File: src/rtl/truth_table_sweeper.sv
// Drives all eight input vectors onto a 3-input gate and records its response as an
// 8-bit truth-table code (vector 000 in the MSB), then compares it with a golden code.
//
// state  | meaning
// IDLE   | waiting for start, vector outputs parked at 000
// DRIVE  | holding vector idx on the gate for SETTLE cycles
// SAMPLE | one cycle: gate response written into table bit (7 - idx)
// DONE   | result valid and frozen until table_ack
module truth_table_sweeper #(
  parameter int unsigned SETTLE = 2
) (
  input  logic       clk,
  input  logic       reset,
  input  logic       start,
  input  logic [7:0] expect_code,
  output logic       in1,
  output logic       in2,
  output logic       in3,
  input  logic       out,
  output logic       busy,
  output logic       table_valid,
  output logic [7:0] table_code,
  output logic       match,
  input  logic       table_ack
);

  localparam logic [3:0] SETTLE_LD = 4'(SETTLE);

  typedef enum logic [1:0] {
    IDLE   = 2'd0,
    DRIVE  = 2'd1,
    SAMPLE = 2'd2,
    DONE   = 2'd3
  } state_t;

  state_t     state, state_n;
  logic [2:0] idx, idx_n;
  logic [3:0] settle_cnt, settle_cnt_n;
  logic [7:0] exp_q, exp_n;
  logic [7:0] table_n, table_upd;
  logic       match_n;

  always_ff @(posedge clk or posedge reset) begin
    if (reset) begin
      state      <= IDLE;
      idx        <= 3'd0;
      settle_cnt <= 4'd0;
      exp_q      <= 8'h00;
      table_code <= 8'h00;
      match      <= 1'b0;
    end else begin
      state      <= state_n;
      idx        <= idx_n;
      settle_cnt <= settle_cnt_n;
      exp_q      <= exp_n;
      table_code <= table_n;
      match      <= match_n;
    end
  end

  always_comb begin
    state_n      = state;
    idx_n        = idx;
    settle_cnt_n = settle_cnt;
    exp_n        = exp_q;
    table_n      = table_code;
    match_n      = match;
    table_upd    = table_code;
    table_upd[3'd7 - idx] = out;

    case (state)
      IDLE: begin
        if (start) begin
          exp_n        = expect_code;
          table_n      = 8'h00;
          match_n      = 1'b0;
          idx_n        = 3'd0;
          settle_cnt_n = SETTLE_LD;
          state_n      = DRIVE;
        end
      end
      DRIVE: begin
        settle_cnt_n = settle_cnt - 4'd1;
        if (settle_cnt == 4'd1) begin
          state_n = SAMPLE;
        end
      end
      SAMPLE: begin
        table_n = table_upd;
        if (idx == 3'd7) begin
          // compare against the completed code, including the bit written this cycle
          match_n = (table_upd == exp_q);
          idx_n   = 3'd0;
          state_n = DONE;
        end else begin
          idx_n        = idx + 3'd1;
          settle_cnt_n = SETTLE_LD;
          state_n      = DRIVE;
        end
      end
      DONE: begin
        if (table_ack) begin
          state_n = IDLE;
        end
      end
      default: state_n = IDLE;
    endcase
  end

  assign {in1, in2, in3} = idx;
  assign busy            = (state == DRIVE) || (state == SAMPLE);
  assign table_valid     = (state == DONE);

endmodule
File: config.mk
export PLATFORM = sky130hd
export DESIGN_NAME = truth_table_sweeper
export DESIGN_NICKNAME = d
export VERILOG_FILES = /design/src/rtl/truth_table_sweeper.sv
export SDC_FILE = /design/constraint.sdc
export NUM_CORES = 1
export LEC_CHECK = 0
export CORE_MARGIN = 4
export CORE_UTILIZATION = 40
export DETAILED_ROUTE_END_ITERATION = 8
export HOLD_SLACK_MARGIN = 0.02
export PLACE_DENSITY_LB_ADDON = 0.05
export REMOVE_ABC_BUFFERS = 1
export SLEW_MARGIN = 20
export SYNTH_ARGS = -nofsm -noshare
export SYNTH_HDL_FRONTEND = slang
export SYNTH_SLANG_ARGS = --single-unit
File: constraint.sdc
create_clock -name clk -period 4.86 [get_ports clk]
set_input_delay 0.729 -clock clk [delete_from_list [all_inputs] [get_ports clk]]
set_output_delay 0.729 -clock clk [all_outputs]
set_load 0.02 [all_outputs]
==> reports/metrics.csv <==
stage;metric;value;unit
clock_network;CTS resizes;0;
final_layout;post-layout util;50.00;%
final_layout;Fill cells;392;
synth;syn avg cell area;9.708;sq um
synth;number of synthesized flops with an enable pin;0;
synth;Yosys reg bits;26;
clock_network;clk buf depth;2;
drt;initial DRC count;64;
drt;DR WL/cell;16.38;um
clock_network;number of CTS-inserted buffers;3;
synth;Cells after Synth;174;
worst_setup_path;CP arrival;2.80;ns
power;total power;1.217;mW
drt;DRC viols;0;
synth;ranking of synthesized cells by area;dfrtp_1, mux2_2, ha_1;
sta;final setup fails;0;
placement;gp weighted congestion;0.8541;
synth;Top FF cell, synth;dfrtp_1;
run_status;status;finished clean;
sta;Setup TNS;0;ns
sta;Final min period;2.615;ns
worst_setup_path;CP Cell Sequence;clkdlybuf4s50_1 -> nand2b_1 -> mux2i_1 -> a311o_1 -> or4_1 -> o31ai_2;
sta;slew margin rel.;53.70;%
drt;vias after detailed routing;1448;
grt;initial antenna violation count;0;
clock_network;clk_lat worst skew;0.27;ns
sta;RSZ-0062 raised after global routing;false;
worst_setup_path;reg2reg path depth;5;
clock_network;register clock-pin slew on the reported worst setup and hold paths;0.09;ns
grt;Total GRT Usage;16.13;%
placement;Post-DP HPWL;3.029;mm
placement;IO Port Bufs;26;
clock_network;CTS tree;done;
sta;Layout Skew;0.003844;ns
power;VDD IR max;248.7;uV
floorplan;Die Span Y;72.99;um
clock_network;# Post-CTS Setup Buffers;0;
grt;first-pass GRT wire length;6.720;mm
final_layout;fin area;0.002014;sq mm
synth;Yosys top cell area share;38.52;%
final_layout;Ant. Diodes;0;
sta;fmax;382.5;MHz
synth;Synth cell types;49;
synth;yosys warns;0;
drt;Routed WL;4.047;mm
worst_setup_path;Startpoint Class;input port;
floorplan;Die ar.;0.005327;sq mm
sta;Slew @ Worst Pin;0.6945;ns
drt;DR pass1 iterations;4;
worst_setup_path;reg2reg setup slack;2.50;ns
placement;placed instance area;0.001973;sq mm
placement;placed cells;244;
worst_setup_path;worst-path fanout max;15;
min_path;Hold Path Cell Cnt;1;
floorplan;Rows;23;
clock_network;Root Buffer Master;clkbuf_8;
sta;max-slew violations;0;
sta;Final Hold Vio Count;0;
floorplan;die width;72.99;um
clock_network;CTS Sinks;26;
clock_network;CTS Hold Bufs;0;
worst_setup_path;slowest stage cell, crit path;clkdlybuf4s50_1;
floorplan;Initial Util;41.93;%
sta;final period utilization;53.80;%
placement;dpl ws;1.974;ns
synth;Post-synth ARST share;100.0;%
grt;largest net degree at the start of global routing;27;
power;Static Leak;0.8942;nW
worst_setup_path;Crit. End Element;flop;
final_layout;Layout area overhead;19.26;%
sta;final setup margin;2.246;ns
floorplan;# IOs;27;
synth;largest area contributor in the netlist;dfrtp_1;
floorplan;Placeable Area;0.004029;sq mm
grt;grt ovf;0;
clock_network;Max H-tree Level;1;
final_layout;post-route insts no fill;247;
power;power density over cell area;604.2;mW/mm^2
worst_setup_path;maximum single-stage delay on the critical path;0.81;ns
job;Max Cap Viol;0;
worst_setup_path;CP Data Required Time;5.05;ns
grt;vias in the first global route;1397;
min_path;Hold Crit Class;flop to flop;
synth;Post-synth top cells;dfrtp_1, inv_1, o21ai_0;
drt;Routed Antenna Nets;0;
synth;sequential share of the synthesized area;38.52;%
synth;mapped cell area;0.001689;sq mm
worst_setup_path;critical path type;input port to flop;
sta;WHS;0.5489;ns
drt;DR vias/cell;5.862;
final_layout;Final #Nets;220;
final_layout;share of cells above drive strength 1;9.137;%
synth;count leader, synth;dfrtp_1;
worst max-delay path: cells and delay by family:
kind                   cells  cell delay (ns)
multiplexers               1             0.07
buffers and inverters      1             0.81
AND/OR/NAND/NOR            2             0.68
AO/OA/AOI/OAI              2             0.52
path summary, 6_finish.rpt:
check,start,endpoint
setup / recovery,out,match$_DFFE_PP0P_
hold / removal,settle_cnt[0]$_DFFE_PP0P_,settle_cnt[0]$_DFFE_PP0P_
setup reg to reg,idx[2]$_DFFE_PP0P_,match$_DFFE_PP0P_
hold reg to reg,settle_cnt[0]$_DFFE_PP0P_,settle_cnt[0]$_DFFE_PP0P_
max in group asynchronous,reset,settle_cnt[0]$_DFFE_PP0P_
min in group asynchronous,reset,settle_cnt[1]$_DFFE_PP0P_
cell families (layout without fill, tap and decap cells):
family,Yosys count,after routing,synth area share [%]
compound gates,47,47,18.59
xor+xnor,6,6,3.111
fa+ha+maj,8,8,5.926
buf+inv,20,43,5.407
flops,26,26,38.52
mux,14,14,9.037
simple gates,53,53,19.41
layer usage:
layer	global-route usage (%)	share of wire, %	vias up
met1	20.71	45	727
li1	-	-	682
met4	5.738	1.0	0
met5	0	0	-
met2	27.11	50	35
met3	2.755	3.9	4
flip-flops by register name (all words and copies together), names as in the netlist:
register    flops
settle_cnt      4
table_code      8
exp_q           8
match           1
idx             3
state           2
power breakdown:
part | internal [mW] | total (mW) | switching, mW
combinational | 0.316 | 0.652 | 0.336
sequential | 0.300 | 0.440 | 0.140
clock | 0.0557 | 0.125 | 0.0698
total | 0.672 | 1.22 | 0.545
cell type report:
type	instances	area [sq um]	area share (%)
clock buffer	3	41.29	2.050
inverter	14	52.55	2.609
multi-input combinational	128	947.2	47.02
sequential	26	650.6	32.30
tap	50	62.56	3.106
timing repair buffer	26	260.3	12.92
layout by cell type (no fill, tap or decap), drive strengths merged, types with 2 or more instances in the layout:
cell type / instances
dfrtp: 26
clkdlybuf4s50: 26
o21ai: 15
inv: 14
nand2: 11
mux2: 10
ha: 8
nand3: 7
nand2b: 6
a21oi: 6
nor2: 5
xnor2: 5
nand3b: 5
nor2b: 4
a22o: 4
o22ai: 4
mux2i: 4
a31oi: 3
nor3: 3
clkbuf: 3
o31ai: 3
a22oi: 2
or3: 2
nor3b: 2
(Power assumes the default switching activity.)
